`config.mk`:
```
export PLATFORM = sky130hd
export DESIGN_NAME = sum_arbiter
export DESIGN_NICKNAME = d
export VERILOG_FILES = /design/src/rtl/sum_arbiter.sv
export SDC_FILE = /design/constraint.sdc
export NUM_CORES = 1
export LEC_CHECK = 0
export ABC_AREA = 1
export CORE_ASPECT_RATIO = 1.4
export CORE_MARGIN = 10
export CORE_UTILIZATION = 35
export CTS_CLUSTER_SIZE = 28
export DETAILED_ROUTE_END_ITERATION = 10
export GPL_TIMING_DRIVEN = 0
export HOLD_SLACK_MARGIN = 0.02
export PLACE_DENSITY = 0.65
export SETUP_SLACK_MARGIN = 0.3
export SYNTH_ARGS = -nofsm -noshare
export SYNTH_HDL_FRONTEND = slang
export SYNTH_SLANG_ARGS = --single-unit
```
`constraint.sdc`:
```
create_clock -name clk -period 6.4 [get_ports clk]
set_clock_uncertainty 0.2 [all_clocks]
set_input_delay 1.28 -clock clk [delete_from_list [all_inputs] [get_ports clk]]
set_output_delay 1.28 -clock clk [all_outputs]
set_load 0.1 [all_outputs]
```
`src/rtl/sum_arbiter.sv`:
```
// Two-requester round-robin front end for a shared ripple adder.
// One operation is in flight at a time: IDLE -> CALC -> DONE -> IDLE.

module struk_sum #(
  parameter int W = 7
) (
  input  logic [W-1:0] a,
  input  logic [W-1:0] b,
  input  logic         ci,
  output logic [W-1:0] s,
  output logic         co
);
  logic [W:0] c;

  assign c[0] = ci;

  for (genvar i = 0; i < W; i++) begin : g_fa
    assign s[i]   = a[i] ^ b[i] ^ c[i];
    assign c[i+1] = (a[i] & b[i]) | (c[i] & (a[i] ^ b[i]));
  end

  assign co = c[W];
endmodule

module sum_arbiter #(
  parameter int W = 7
) (
  input  logic         clk,
  input  logic         rst,
  input  logic         req0,
  input  logic [W-1:0] a0,
  input  logic [W-1:0] b0,
  input  logic         ci0,
  input  logic         req1,
  input  logic [W-1:0] a1,
  input  logic [W-1:0] b1,
  input  logic         ci1,
  output logic         gnt0,
  output logic         gnt1,
  output logic         busy,
  output logic         done,
  output logic         done_id,
  output logic [W-1:0] res,
  output logic         co
);
  typedef enum logic [1:0] {IDLE, CALC, DONE} state_t;

  state_t       state, state_next;
  logic         last, owner;
  logic [W-1:0] op_a, op_b;
  logic         op_ci;
  logic         any_req, winner;
  logic [W-1:0] sum;
  logic         sum_co;

  struk_sum #(.W(W)) u_adder (
    .a  (op_a),
    .b  (op_b),
    .ci (op_ci),
    .s  (sum),
    .co (sum_co)
  );

  // On a tie the requester not served last wins; otherwise the lone requester.
  assign any_req = req0 | req1;
  assign winner  = (req0 & req1) ? ~last : req1;

  always_ff @(posedge clk) begin
    if (rst) state <= IDLE;
    else     state <= state_next;
  end

  always_comb begin
    state_next = state;
    case (state)
      IDLE:    if (any_req) state_next = CALC;
      CALC:    state_next = DONE;
      DONE:    state_next = IDLE;
      default: state_next = IDLE;
    endcase
  end

  always_comb begin
    gnt0 = (state == CALC) && !owner;
    gnt1 = (state == CALC) && owner;
    busy = (state != IDLE);
    done = (state == DONE);
  end

  always_ff @(posedge clk) begin
    if (rst) begin
      last    <= 1'b1;
      owner   <= 1'b0;
      op_a    <= '0;
      op_b    <= '0;
      op_ci   <= 1'b0;
      res     <= '0;
      co      <= 1'b0;
      done_id <= 1'b0;
    end else begin
      case (state)
        IDLE: if (any_req) begin
          owner <= winner;
          op_a  <= winner ? a1 : a0;
          op_b  <= winner ? b1 : b0;
          op_ci <= winner ? ci1 : ci0;
        end
        CALC: begin
          res     <= sum;
          co      <= sum_co;
          done_id <= owner;
          last    <= owner;
        end
        default: ;
      endcase
    end
  end
endmodule

```
==> results.yml <==
sta:
  final_max_slew_viol_count: 0
  worstMarginPinSlew_ns: 0.976
  timing.setup.tns_ns: 0
  share_of_the_cycle_needed_by_the_critical_path_after_routing: 0.629
  slew_headroom: 0.347
  layout_min_cycle_time_ns: 4.02
  postLayoutSetupSlackWorst_ns: 2.38
  clock.fmax_mhz: 248
  setup_repair_after_global_routing_missed_its_margin: "false"
  hold_viol_final: 0
  setup_violations: 0
route:
  drt_pass1_iterations: 4
  route.vias.total: 1402
  vias_per_cell: 4.29
  ant_nets: 0
  drt_iter0_markers: 72
  routedWlPerCell_um: 11.6
  final_wl_um: 3810
  route.detailed.drc: 0
cts:
  cts_tree: "done"
  cts.hold.buffers_added: 0
  numCtsBuffers: 3
  cts_setup_buffers: 0
  htree_levels: 1
  cts-root-buf: "sky130_fd_sc_hd__clkbuf_8"
  clk_pin_slew_ns: 0.10
  clockBufferDepth: 2
  clock_latency_ns: 0.28
  post_cts.resized_instances: 0
  clock_sinks: 28
yosys:
  synthMuxAreaShare: 0
  synth.distinct_cells: 19
  adder_and_majority_cell_fraction_of_the_synthesized_area: 0.0902
  synth_seq_cells: 28
  synth.avg_cell_area_um2: 7.12
  synth-warning-count: 0
  synth_compound_gate_area_share: 0.122
  synthSimpleGateAreaFrac: 0.310
  seq_area_frac_synth: 0.361
  largest_family_of_logic_cells_by_synthesized_area: "simple AND/OR/NAND/NOR gates"
  mappedNetlistNets: 259
  synth_xor_area_frac: 0
  synthesis.instances: 218
  synth.cell_area_um2: 1550
layout:
  most_frequent_cells_in_the_layout: "sky130_fd_sc_hd__nand2_1 (50), sky130_fd_sc_hd__nor2_1 (49), sky130_fd_sc_hd__clkdlybuf4s50_1 (45)"
  area_taken_by_multi_input_logic_gates_um2: 811
  layout.nets: 309
  layout.cells.most_common: "sky130_fd_sc_hd__nand2_1"
  num_antenna_cells: 0
  register_area_um2: 561
  filler_cell_count: 462
  drive_gt1_frac: 0.0674
  synthToLayoutAreaGrowth_pct: 38.4
  layout.cells.non_filler: 327
pwr:
  p_switching_uw: 191
  power_leakage_nw: 0.985
  internal_power_uw: 346
  power.share.clock: 0.262
  power_frac_comb: 0.356
  switching_share: 0.355
  power_density_nw_per_um2: 250
  power.share.sequential: 0.382
  total_power_uw: 537
  maximum_vdd_drop_uv: 83.9
worst_hold_path:
  timing.hold.worst.class: "reg2reg"
floorplan:
  floorplan.core_area_um2: 4270
  io_pins: 47
  core.rowCount: 28
  die_w_um: 76.3
  die_outline_area_um2: 7540
  starting_utilization_of_the_core_area: 0.363
  floorplan.die.height_um: 98.8
place:
  numPortBuffers: 45
  detailedPlacementHpwl_um: 3100
  dpl_worst_slack_ns: 2.66
  placed_cells_incl_taps: 323
  finalWeightedCongestion: 0.752
global_route:
  antenna_found_initial: 0
  via_count_of_the_first_global_routing_pass: 1387
  grt_pass1_wl_um: 6500
  track_usage: 0.103
  grt_max_degree: 17
  grt.overflow.total: 0
worst_setup_path:
  critPathMaxFanout: 8
  critPathKind: "reg2out"
  timing.critical_path.required_ns: 4.92
  worstPathArrival_ns: 2.54
  endpoint_kind: "output port"
  reg2reg_setup_slack_ns: 2.97
  crit_path_start_kind: "flip-flop"
run:
  max-cap-violations: 0
run_status:
  outcome: "finished clean"
cell families (layout without fill, tap and decap cells):
group,count (synthesis),count (layout)
buffers and inverters,36,85
flip-flops,28,28
adder cells (fa/ha/maj),7,7
AND/OR/NAND/NOR,119,119
AO/OA/AOI/OAI,28,28
critical path, stage by stage (launching register included):
cell and delay, ns:
sky130_fd_sc_hd__dfxtp_1 0.36, sky130_fd_sc_hd__inv_1 0.06, sky130_fd_sc_hd__nor2_1 0.27, sky130_fd_sc_hd__inv_1 0.22, sky130_fd_sc_hd__nor2_1 0.19, sky130_fd_sc_hd__clkdlybuf4s50_1 1.16
sequential cells by signal, summed over array words and instances (netlist names):
signal   cells
op_a         7
op_b         7
res          7
state        2
co           1
done_id      1
last         1
op_ci        1
owner        1
area by class of cell:
type / instances / share of cell area
multi-input cells: 154 / 0.377
flip-flops and latches: 28 / 0.261
repair buffers: 45 / 0.210
plain buffers: 12 / 0.0425
inverters: 24 / 0.0419
well taps: 60 / 0.0349
clock buffers: 3 / 0.0192
clock inverters: 1 / 0.0140
final timing paths:
kind | start | end | cells after the start
max reg2reg | op_a[0] | res[6] | 11
max | state[0] | gnt0 | 5
min | last | last | 2
min reg2reg | last | last | 2
stage by stage:
step	instance area [um^2]	hold WS, ns	utilization
4_1_cts	2150	0.290	0.503
3_5_place_dp	2080	0.269	0.486
2_1_floorplan	1550	0.249	-
3_3_place_gp	2080	0.262	0.486
5_1_grt	2150	0.305	0.503
6_report	2150	0.292	0.503
synthesized netlist by cell type, drive strengths merged:
| cell type | count | area [um^2] |
|---|---|---|
| dfxtp | 28 | 561 |
| a21oi | 3 | 15.0 |
| clkbuf | 1 | 3.75 |
| inv | 24 | 90.1 |
| nor2 | 51 | 201 |
| nand3 | 16 | 80.1 |
| o21ai | 10 | 61.3 |
| a21boi | 15 | 113 |
| fa | 7 | 140 |
| and2 | 1 | 6.26 |
| nand2 | 51 | 194 |
| buf | 11 | 87.6 |
layer usage:
| layer | part of all wire | routed length (um) | vias up | global-route usage |
|---|---|---|---|---|
| li1 | - | - | 761 | - |
| met1 | 0.43 | 1630 | 598 | 0.113 |
| met2 | 0.49 | 1880 | 38 | 0.180 |
| met3 | 0.060 | 229 | 5 | 0.0255 |
| met4 | 0.019 | 71 | 0 | 0.0488 |
| met5 | 0 | 0 | - | 0 |
power groups by stage:
| stage | clock network, mW | logic (mW) | registers [mW] |
|---|---|---|---|
| 6_report | 0.141 | 0.191 | 0.205 |
| 5_1_grt | 0.149 | 0.212 | 0.208 |
| 4_1_cts | 0.141 | 0.193 | 0.206 |
| 3_5_place_dp | 0 | 0.192 | 0.210 |
| 3_3_place_gp | 0 | 0.191 | 0.209 |
| 2_1_floorplan | 0 | 0.0953 | 0.251 |
No activity file was read; power rests on OpenSTA's default activity.
